[src/rtl/sprite_render_pkg.sv]
// Shared VGA constants for the sync, sprite RAM and sprite render stages.
// Holds default screen/sprite geometry, the transparent key colour and the origin clamp.
package sprite_render_pkg;

    localparam int H_MAX_DEF    = 640;
    localparam int V_MAX_DEF    = 480;
    localparam int SPRITE_W_DEF = 64;
    localparam int SPRITE_H_DEF = 64;
    localparam logic [11:0] KEY_COLOR_DEF = 12'hF0F;

    // Keeps a requested sprite edge far enough from the screen edge that the sprite stays whole.
    function automatic logic [9:0] clamp10(input logic [9:0] v, input logic [9:0] lim);
        return (v > lim) ? lim : v;
    endfunction

endpackage

[src/rtl/sprite_render.sv]
// Overlays a SPRITE_W x SPRITE_H sprite at a per-frame latched origin on the VGA scan.
// Two-cycle pipeline: address out on the pixel cycle, RAM read, then registered colour.
module sprite_render
    import sprite_render_pkg::*;
#(
    parameter int DATA_WIDTH = 12,
    parameter int ADDR_WIDTH = 12,
    parameter int SPRITE_W   = SPRITE_W_DEF,
    parameter int SPRITE_H   = SPRITE_H_DEF,
    parameter int H_MAX      = H_MAX_DEF,
    parameter int V_MAX      = V_MAX_DEF,
    parameter logic [DATA_WIDTH-1:0] KEY_COLOR = DATA_WIDTH'(KEY_COLOR_DEF)
) (
    input  logic                  clk,
    input  logic                  reset,
    input  logic [9:0]            x,
    input  logic [9:0]            y,
    input  logic                  video_on,
    input  logic                  frame_tick,
    input  logic [9:0]            pos_x,
    input  logic [9:0]            pos_y,
    input  logic                  flip_h,
    output logic [ADDR_WIDTH-1:0] ram_addr,
    input  logic [DATA_WIDTH-1:0] ram_dout,
    output logic [DATA_WIDTH-1:0] sprite_rgb,
    output logic                  sprite_on
);

    localparam int CW = $clog2(SPRITE_W);
    localparam int RW = $clog2(SPRITE_H);
    localparam logic [9:0]  OX_MAX = 10'(H_MAX - SPRITE_W);
    localparam logic [9:0]  OY_MAX = 10'(V_MAX - SPRITE_H);
    localparam logic [10:0] SW11   = 11'(SPRITE_W);
    localparam logic [10:0] SH11   = 11'(SPRITE_H);

    logic [9:0]            ox_reg;
    logic [9:0]            oy_reg;
    logic                  flip_reg;
    logic                  hit_d1_reg;
    logic                  sprite_on_reg;
    logic [DATA_WIDTH-1:0] sprite_rgb_reg;

    logic [10:0]   x_end;
    logic [10:0]   y_end;
    logic          hit;
    logic [CW-1:0] col_raw;
    logic [CW-1:0] col;
    logic [RW-1:0] row;

    // 11-bit bounds so ox+SPRITE_W near the right edge cannot wrap back into range.
    assign x_end = {1'b0, ox_reg} + SW11;
    assign y_end = {1'b0, oy_reg} + SH11;

    assign hit = video_on
              && ({1'b0, x} >= {1'b0, ox_reg}) && ({1'b0, x} < x_end)
              && ({1'b0, y} >= {1'b0, oy_reg}) && ({1'b0, y} < y_end);

    assign col_raw = x[CW-1:0] - ox_reg[CW-1:0];
    assign row     = y[RW-1:0] - oy_reg[RW-1:0];
    // SPRITE_W is a power of two, so SPRITE_W-1-col is just the bitwise inverse.
    assign col     = flip_reg ? ~col_raw : col_raw;

    assign ram_addr = hit ? ADDR_WIDTH'({row, col}) : '0;

    always_ff @(posedge clk) begin
        if (reset) begin
            ox_reg         <= '0;
            oy_reg         <= '0;
            flip_reg       <= 1'b0;
            hit_d1_reg     <= 1'b0;
            sprite_on_reg  <= 1'b0;
            sprite_rgb_reg <= '0;
        end else begin
            if (frame_tick) begin
                ox_reg   <= clamp10(pos_x, OX_MAX);
                oy_reg   <= clamp10(pos_y, OY_MAX);
                flip_reg <= flip_h;
            end
            hit_d1_reg     <= hit;
            sprite_on_reg  <= hit_d1_reg && (ram_dout != KEY_COLOR);
            sprite_rgb_reg <= hit_d1_reg ? ram_dout : '0;
        end
    end

    assign sprite_on  = sprite_on_reg;
    assign sprite_rgb = sprite_rgb_reg;

endmodule

[config.mk]
export PLATFORM = sky130hd
export DESIGN_NAME = sprite_render
export DESIGN_NICKNAME = d
export VERILOG_FILES = /design/src/rtl/sprite_render_pkg.sv /design/src/rtl/sprite_render.sv
export SDC_FILE = /design/constraint.sdc
export NUM_CORES = 1
export LEC_CHECK = 0
export BUFFER_PORTS_ARGS = -buffer_cell sky130_fd_sc_hd__buf_2
export CAP_MARGIN = 20
export CORE_MARGIN = 2
export CORE_UTILIZATION = 47
export CTS_BUF_LIST = sky130_fd_sc_hd__clkbuf_4 sky130_fd_sc_hd__clkbuf_8
export DETAILED_ROUTE_END_ITERATION = 16
export PLACE_DENSITY_LB_ADDON = 0.08
export REMOVE_ABC_BUFFERS = 1
export SYNTH_ARGS = -nofsm -noshare
export SYNTH_HDL_FRONTEND = slang
export SYNTH_SLANG_ARGS = --single-unit
[constraint.sdc]
create_clock -name clk -period 2.48 [get_ports clk]
set_clock_uncertainty 0.05 [all_clocks]
set_input_delay 0.496 -clock clk [delete_from_list [all_inputs] [get_ports clk]]
set_output_delay 0.496 -clock clk [all_outputs]
set_load 0.01 [all_outputs]
==> key figures, run 1 <==
Status
  • Status: finished, violations left
  • Violated checks: negative setup slack

Logic synthesis
  • Largest cells by area after synthesis: dfxtp_1, ha_1, xnor2_1
  • #FFs+latches synth: 35
  • Top cells by count, synth: dfxtp_1, ha_1, inv_1
  • Top FF cell, synth: dfxtp_1
  • Cell area after synthesis: 2300 um2
  • Top-count cell post-synth: dfxtp_1
  • Cell accounting for the most synthesized area: dfxtp_1
  • Top cell type's share of synthesized area: 30.5%
  • Post-Syn Area per Cell: 8.91 um2
  • Ys async rst share: 0%
  • Synth Instances: 258
  • YS warnings: 0
  • Post-synth cell types: 52
  • Post-synth EDFFs: 0
  • Register area share after synthesis: 30.5%

Floorplanning
  • Core Footprint: 4720 um2
  • I/O pin cnt: 82
  • # rows: 25
  • DIE AREA: 5470 um2
  • Die Wd: 74.0 um
  • Initial Utilization: 48.7%
  • Chip height: 74.0 um

STA
  • Fin Hold WS: 0.371 ns
  • Max Slew Vio Count: 0
  • Worst slew margin: 58.5%
  • Final Hold Viols: 0
  • Fmax achieved: 0.352 GHz
  • TNS Setup: -3.66 ns
  • RSZ-0062 raised after global routing: yes
  • Tightest Pin Transition: 0.622 ns
  • Min cycle time layout: 2.84 ns
  • Final worst path period share: 114%
  • Final setup fails: 12
  • Final Worst Setup Slack: -0.357 ns

Layout
  • Fraction of layout cells with a size suffix above 1: 43.4%
  • Final nets: 457
  • Area grow syn2layout: 43.0%
  • Max reg flops: 12
  • Post-Route Utilization: 69.6%
  • Antenna cells: 0

Global route
  • Initial antenna violation count: 0
  • First-pass GRT wire length: 9180 um
  • Vias in the first global route: 2136
  • Pin count of the biggest net entering global routing: 19
  • Total congestion overflow: 0
  • Global-route usage over all layers: 21.4%

Clock network
  • Register clock-pin slew on the reported worst setup and hold paths: 0.07 ns
  • Clock buffer depth: 2
  • H-tree depth: 2
  • CTS root buf: clkbuf_8
  • TritonCTS clock tree: built
  • CTS Buf Count: 5
  • CTS Sinks: 35
  • Worst-Skew Late Latency: 0.28 ns

Worst setup path
  • Crit path launch: oy_reg[6]$_SDFFE_PP0P_
  • Crit path max fanout: 7
  • R2R cell count: 8
  • Flop2flop setup slack: 0.51 ns
  • CP Launch Type: flop
  • Max stage delay cell, worst path: dfxtp_2
  • Setup crit end kind: primary output
  • R2R Path End: hit_d1_reg$_SDFF_PP0_
  • CP cell instances: ha_4 > xnor2_2 > ha_1 > a21o_1 > nand3_2 > o2111a_1 > o221ai_4 > buf_6 > nor3_4 > buf_2
  • R2R Path Start: ox_reg[7]$_SDFFE_PP0P_
  • Top Family by Delay on Critical Path: compound AO/OA/AOI/OAI gates
  • CP required: 1.93 ns
  • Arrival time worst endpoint: 2.29 ns
  • Max stage delay on crit path: 0.35 ns
  • Setup Crit Path Kind: flop to primary output
  • Crit path buf inv count: 2

Route
  • TritonRoute pass-1 iters: 4
  • Final wirelength: 5620 um
  • Routed len/inst: 12.9 um
  • Post-route ant nets: 0
  • Vias/cell: 5.05
  • Iteration-0 DRC Markers: 53
  • Final routed DRC violation total: 0
  • Via count: 2202

Flow run
  • MaxCap Viol Count: 0

Power
  • Leakage: 0.00153 uW
  • Maximum vdd drop: 473 uV
  • Cell Pwr Density: 458 nW/um2

Worst hold path
  • Hold Crit Depth: 2
  • Worst hold path type: input port to flop
  • Worst Hold Endpoint: sprite_rgb[0]$_SDFF_PP0_
  • Min-delay src: ram_dout[0]

Placement
  • Post-DP HPWL: 4360 um
  • Gpl congestion: 0.878
  • PortBufs: 81
## layout by cell type, fill, tap and decap left out, drive strengths merged, types with 6 or more instances in the layout
cell   Yosys  routed
a22o      10      10
xnor2     14      14
nor3      16      16
ha        30      30
dfxtp     35      35
a21oi     10      10
and2      14      14
buf        3     111
a21o       6       6
nor2      18      18
inv       28      28
## timing repair
action                                  in CTS  in global routing
setup buffers                                0                  2
hold buffers                                 0                  0
endpoints found under the setup margin      12                 12
pin swaps                                   16                 10
gates resized for setup                     26                 19
## cell families (layout without fill, tap and decap cells)
logic type,count (synthesis),in the layout,synth area share [%]
compound gates,58,58,19.5
xor+xnor,18,18,6.86
fa+ha+maj,32,32,18.1
buf+inv,37,148,6.15
flops,35,35,30.5
mux,2,2,0.871
simple gates,76,76,18.1
## metrics by stage
stage / setup slack (ns) / instances / total power, uW / instance area (um2)
after floorplan: -0.235 / 250 / 807 / 2270
after global placement: -0.347 / 426 / 964 / 2970
after detailed placement: -0.418 / 426 / 967 / 2970
after CTS: -0.359 / 434 / 1490 / 3190
after global routing: -0.447 / 436 / 1600 / 3290
final: -0.357 / 436 / 1510 / 3290
## area by class of cell
class	instances	area, um2
clock buffer	5	68.8
multi-input combinational	186	1630
inverter	29	109
timing repair buffer	111	649
clock inverter	3	43.8
fill	397	1430
sequential	35	709
tap	67	83.8
## how the worst max path moves through the flow
stage	to	slack, ns	cells after the start
2_1_floorplan	ram_addr[0]	-0.24	8
3_3_place_gp	ram_addr[8]	-0.35	12
3_5_place_dp	ram_addr[9]	-0.42	12
4_1_cts	ram_addr[6]	-0.36	10
5_1_grt	ram_addr[9]	-0.45	10
6_report	ram_addr[9]	-0.36	10
## where the power goes
part           leakage (uW)  total, uW  internal, uW  switching (uW)
Combinational       0.00119        407           203             204
Clock             0.0000581        503           299             204
Sequential         0.000287        597           581            16.0
Total               0.00153       1510          1080             424
## layer usage
layer	share of wire, %	GRT usage (%)
met1	47	27.8
met2	47	35.4
met3	4.8	5.96
met4	1.3	5.45
met5	0	0
(Power assumes the default switching activity.)
==> run 2: changes to the inputs <==
==> constraint.sdc (replaced) <==
create_clock -name clk -period 2.48 [get_ports clk]
set_clock_uncertainty 0.05 [all_clocks]
set_input_delay 0.496 -clock clk [delete_from_list [all_inputs] [get_ports clk]]
set_output_delay 0.496 -clock clk [all_outputs]
set_load 0.05 [all_outputs]
==> run 2 against run 1 <==
- count of clock-buffer cells in the layout did not move
- the flow still finishes with violations (negative setup slack)
- fmax decreased by 1.9%
- wire length grew 5.9%
- global-route usage increased by 1.9 points
- setup slack got worse by 0.054 ns
- worst hold slack got worse by 0.011 ns
- critical path depth did not move
- die area stayed put
==> key figures, run 2 (synthesized netlist as in run 1, its figures left out) <==
Power
  • Maximum vdd drop: 366 uV
  • Cell Pwr Density: 452 nW/um2
  • Int Power: 1110 uW
  • Sw Ratio: 29.6%
  • Gate power share: 29.7%
  • Clock power frac: 32.4%
  • Leakage: 0.00160 uW
  • Share of power burned in registers: 37.9%
  • Psw: 465 uW

Route
  • TritonRoute pass-1 iters: 4
  • Routed len/inst: 13.2 um
  • Post-route ant nets: 0
  • Iteration-0 DRC Markers: 69
  • Via count: 2302
  • Final wirelength: 5950 um
  • Final routed DRC violation total: 0
  • Vias/cell: 5.10

Global route
  • Initial antenna violation count: 0
  • Total congestion overflow: 0
  • Vias in the first global route: 2198
  • Global-route usage over all layers: 23.3%
  • First-pass GRT wire length: 9920 um
  • Pin count of the biggest net entering global routing: 19

Clock network
  • Worst-Skew Late Latency: 0.29 ns
  • Setup Buffers After CTS: 0
  • Register clock-pin slew on the reported worst setup and hold paths: 0.08 ns
  • CTS root buf: clkbuf_8
  • TritonCTS clock tree: built
  • Clock buffer depth: 2
  • CTS Buf Count: 5
  • H-tree depth: 2
  • CTS Sinks: 35

Worst setup path
  • Setup crit end kind: primary output
  • Arrival time worst endpoint: 2.35 ns
  • R2R Path End: hit_d1_reg$_SDFF_PP0_
  • CP Launch Type: flop
  • CP required: 1.93 ns
  • Crit path max fanout: 7
  • Setup Crit Path Kind: flop to primary output
  • R2R Path Start: ox_reg[0]$_SDFFE_PP0P_
  • Flop2flop setup slack: 0.46 ns
  • R2R cell count: 9

Layout
  • Fraction of layout cells with a size suffix above 1: 43.2%
  • Final nets: 472
  • Highest-count cells in the layout ignoring fill and taps: buf_2, buf_4, dfxtp_1
  • Area grow syn2layout: 51.2%
  • Antenna cells: 0
  • Post-Layout Cell Count: 451
  • Most common cell after layout, fill and taps aside: buf_2
  • Max reg flops: 12

Status
  • Violated checks: negative setup slack
  • Status: finished, violations left

Floorplanning
  • I/O pin cnt: 82
  • Die Wd: 74.0 um
  • # rows: 25
  • Core Footprint: 4720 um2
  • DIE AREA: 5470 um2
  • Chip height: 74.0 um
  • Initial Utilization: 48.7%

Placement
  • Post-DP HPWL: 4530 um
  • Pre-CTS WS: -0.450 ns
  • Gpl congestion: 0.906
  • PortBufs: 81
  • Placed Cells incl. Taps: 443

STA
  • Max Slew Vio Count: 0
  • RSZ-0062 raised after global routing: yes
  • Tightest Pin Transition: 0.624 ns
  • Final worst path period share: 117%
  • Min cycle time layout: 2.89 ns
  • Final Worst Setup Slack: -0.411 ns
  • Worst slew margin: 58.3%
  • Fmax achieved: 0.346 GHz
  • Final setup fails: 12
  • Final Hold Viols: 0

Worst hold path
  • Worst hold path type: input port to flop
  • Hold Crit Depth: 2
  • Worst Hold Endpoint: sprite_rgb[7]$_SDFF_PP0_
  • Min-delay src: ram_dout[7]

Flow run
  • MaxCap Viol Count: 0
-- run 2: how the worst max path moves through the flow --
stage	start	endpoint	slack [ns]
after detailed placement	x[0]	ram_addr[11]	-0.45
final	oy_reg[6]$_SDFFE_PP0P_	ram_addr[9]	-0.41
after CTS	oy_reg[6]$_SDFFE_PP0P_	ram_addr[3]	-0.42
after floorplan	y[3]	ram_addr[0]	-0.80
after global placement	x[0]	ram_addr[11]	-0.43
after global routing	oy_reg[6]$_SDFFE_PP0P_	ram_addr[9]	-0.51
-- run 2: critical path: stages (launching register included) --
cell and delay (ns):
dfxtp_2 0.34, ha_4 0.16, xnor2_2 0.12, ha_1 0.31, a21o_1 0.17, nand3_2 0.05
o2111a_1 0.23, o221ai_2 0.13, buf_6 0.19, nor3_4 0.15, buf_6 0.18
-- run 2: cell type report --
type,instances,area [um2]
clock buffer,5,68.8
inverter,29,109
fill,376,1250
multi-input combinational,186,1630
tap,67,83.8
clock inverter,3,43.8
timing repair buffer,126,833
sequential,35,708
-- run 2: metal layers --
| layer | up-vias | wire length (um) | track usage, % |
|---|---|---|---|
| li1 | 1175 | - | - |
| met1 | 1042 | 2650 | 30.5 |
| met2 | 68 | 2850 | 37.7 |
| met3 | 17 | 297 | 4.20 |
| met4 | 0 | 159 | 10.3 |
| met5 | - | 0 | 0 |
-- run 2: per-stage QoR --
step	instance area, um2	total power (uW)	hold slack (ns)	TNS, ns	util (%)
4_1_cts	3430	1560	0.359	-4.89	72.6
2_1_floorplan	2270	823	0.399	-9.62	-
5_1_grt	3480	1660	0.362	-5.86	73.6
3_3_place_gp	3090	1010	0.413	-5.08	65.5
3_5_place_dp	3090	1010	0.417	-5.30	65.5
6_report	3480	1570	0.360	-4.62	73.6
-- run 2: what timing repair did --
action,in CTS,in global routing
hold buffers,0,0
hold endpoints to repair,0,0
pin swaps,12,6
resized for setup,53,13
setup endpoints to repair,12,12
-- run 2: power groups by stage --
stage | Combinational (uW) | Sequential (uW) | Clock (uW)
after floorplan | 215 | 608 | 0
after global routing | 519 | 597 | 545
after detailed placement | 407 | 605 | 0
after global placement | 400 | 605 | 0
final | 467 | 595 | 508
after CTS | 453 | 594 | 515
==> run 3: changes to the inputs <==
--- a/config.mk
+++ b/config.mk
@@ -5,13 +5,14 @@
 export SDC_FILE = /design/constraint.sdc
 export NUM_CORES = 1
 export LEC_CHECK = 0
+export ABC_CLOCK_PERIOD_IN_PS = 2480
 export BUFFER_PORTS_ARGS = -buffer_cell sky130_fd_sc_hd__buf_2
 export CAP_MARGIN = 20
 export CORE_MARGIN = 2
 export CORE_UTILIZATION = 47
 export CTS_BUF_LIST = sky130_fd_sc_hd__clkbuf_4 sky130_fd_sc_hd__clkbuf_8
 export DETAILED_ROUTE_END_ITERATION = 16
-export PLACE_DENSITY_LB_ADDON = 0.08
+export PLACE_DENSITY = 0.79
 export REMOVE_ABC_BUFFERS = 1
 export SYNTH_ARGS = -nofsm -noshare
 export SYNTH_HDL_FRONTEND = slang
==> run 3 against run 2 <==
- the run still ends with negative setup slack left
- power decreased by 0.39%
- wire length increased by 24%
- combinational power increased by 9.2%
- fmax decreased by 1.4%
- critical endpoint is now ram_addr[7]
- register-to-register slack got worse by 0.21 ns
- largest power group unchanged
==> key figures, run 3 (synthesized netlist as in run 1, its figures left out) <==
Floorplanning
  • Core Footprint: 4720 um2
  • Chip height: 74.0 um
  • DIE AREA: 5470 um2
  • # rows: 25
  • I/O pin cnt: 82
  • Die Wd: 74.0 um
  • Initial Utilization: 48.7%

Worst setup path
  • Max stage delay on crit path: 0.36 ns
  • Setup crit end kind: primary output
  • Setup Crit Path Kind: flop to primary output
  • Top Family by Delay on Critical Path: compound AO/OA/AOI/OAI gates
  • CP most frequent cell: buf_6
  • Arrival time worst endpoint: 2.39 ns
  • Max stage delay cell, worst path: dfxtp_4
  • CP cell instances: ha_4 > xnor2_2 > ha_1 > a21o_1 > nand3_2 > o2111a_1 > o221ai_2 > buf_6 > nor3_4 > buf_6
  • CP required: 1.93 ns
  • Crit path buf inv count: 2
  • CP Launch Type: flop
  • Crit path max fanout: 7

STA
  • Min cycle time layout: 2.93 ns
  • Final Worst Setup Slack: -0.454 ns
  • RSZ-0062 raised after global routing: yes
  • Worst slew margin: 56.8%
  • Tightest Pin Transition: 0.646 ns
  • Fmax achieved: 0.341 GHz
  • Final Hold Viols: 0
  • Max Slew Vio Count: 0
  • Final setup fails: 12
  • Final worst path period share: 118%

Power
  • Gate power share: 32.6%
  • Maximum vdd drop: 423 uV
  • Clock power frac: 29.2%
  • Leakage: 0.00163 uW
  • Psw: 479 uW
  • Cell Pwr Density: 438 nW/um2
  • Sw Ratio: 30.6%
  • Share of power burned in registers: 38.1%
  • Int Power: 1090 uW

Placement
  • Placed Cells incl. Taps: 440
  • PortBufs: 81
  • Gpl congestion: 0.909
  • Post-DP HPWL: 4970 um

Layout
  • Area of the multi-input gates: 1680 um2
  • Post-Layout Cell Count: 455
  • FF+latch area: 711 um2
  • Most common cell after layout, fill and taps aside: buf_2
  • Fraction of layout cells with a size suffix above 1: 45.6%
  • Antenna cells: 0
  • Area grow syn2layout: 55.3%
  • Layout fillers: 305
  • Highest-count cells in the layout ignoring fill and taps: buf_2, buf_4, dfxtp_1
  • Post-Route Utilization: 75.6%
  • Max reg flops: 12
  • Final nets: 476

Route
  • Final wirelength: 7350 um
  • Final routed DRC violation total: 0
  • TritonRoute pass-1 iters: 6
  • Post-route ant nets: 0
  • Routed len/inst: 16.2 um
  • Via count: 2487
  • Iteration-0 DRC Markers: 159
  • Vias/cell: 5.47

Clock network
  • CTS Buf Count: 5
  • Register clock-pin slew on the reported worst setup and hold paths: 0.07 ns
  • Worst-Skew Late Latency: 0.29 ns
  • TritonCTS clock tree: built
  • H-tree depth: 2
  • Clock buffer depth: 2
  • CTS root buf: clkbuf_8
  • CTS Sinks: 35

Global route
  • Vias in the first global route: 2454
  • Global-route usage over all layers: 26.5%
  • Total congestion overflow: 0
  • Pin count of the biggest net entering global routing: 19
  • Initial antenna violation count: 0
  • First-pass GRT wire length: 11000 um

Status
  • Violated checks: negative setup slack
  • Status: finished, violations left

Worst hold path
  • Worst hold path type: input port to flop

Flow run
  • MaxCap Viol Count: 0
[run 3: changes by cell type in the layout (fill, tap and decap cells not counted), sizes merged]
cell / delta
bufinv: -1
clkinv: -2
buf: +4
clkbuf: +3
[run 3: worst reg2reg max path, delay by kind of cell (launching register included)]
kind / cells / cell delay [ns]
AO/OA/AOI/OAI: 4 / 0.78
adder cells (fa/ha/maj): 2 / 0.48
buffers and inverters: 3 / 0.41
flip-flops: 1 / 0.36
AND/OR/NAND/NOR: 1 / 0.04
[run 3: repair_timing]
item / in CTS / in global routing
buffers inserted: 2 / 4
pin swaps: 20 / 7
hold buffers: 0 / 0
endpoints found under the setup margin: 12 / 12
gates cloned: 0 / 1
gates resized for setup: 62 / 19
[run 3: metal layers]
layer  track usage (%)  part of all wire [%]
met3              7.05                   5.9
met1              30.3                    40
met5                 0                     0
met4              10.9                   2.7
met2              46.9                    51
[run 3: final timing paths]
check	cells after the start	endpoint	slack [ns]	from
worst min-delay path	2	sprite_rgb[6]$_SDFF_PP0_	0.37	ram_dout[6]
worst max-delay path	10	ram_addr[7]	-0.45	oy_reg[6]$_SDFFE_PP0P_
worst min register to register	1	oy_reg[1]$_SDFFE_PP0P_	0.43	oy_reg[1]$_SDFFE_PP0P_
worst max register to register	10	hit_d1_reg$_SDFF_PP0_	0.25	ox_reg[0]$_SDFFE_PP0P_
[run 3: cell type report]
type | count | area share (%)
multi-input combinational | 186 | 47.0
clock buffer | 8 | 2.91
inverter | 29 | 3.05
tap | 67 | 2.35
sequential | 35 | 19.9
timing repair buffer | 130 | 24.8
[run 3: stage by stage]
step | setup slack (ns) | hold WS [ns] | total power, uW | cell area (um2) | setup TNS [ns]
3_3_place_gp | -0.415 | 0.411 | 1000 | 3080 | -4.84
3_5_place_dp | -0.558 | 0.416 | 1010 | 3080 | -6.45
6_report | -0.454 | 0.367 | 1560 | 3570 | -5.31
4_1_cts | -0.412 | 0.365 | 1520 | 3450 | -4.69
2_1_floorplan | -0.803 | 0.399 | 823 | 2270 | -9.62
5_1_grt | -0.545 | 0.365 | 1640 | 3570 | -6.23
[run 3: power by group through the flow]
| stage | combinational, uW | sequential [uW] | clock [uW] |
|---|---|---|---|
| 2_1_floorplan | 215 | 608 | 0 |
| 5_1_grt | 551 | 598 | 487 |
| 4_1_cts | 459 | 596 | 463 |
| 6_report | 510 | 597 | 457 |
| 3_3_place_gp | 397 | 605 | 0 |
| 3_5_place_dp | 408 | 606 | 0 |
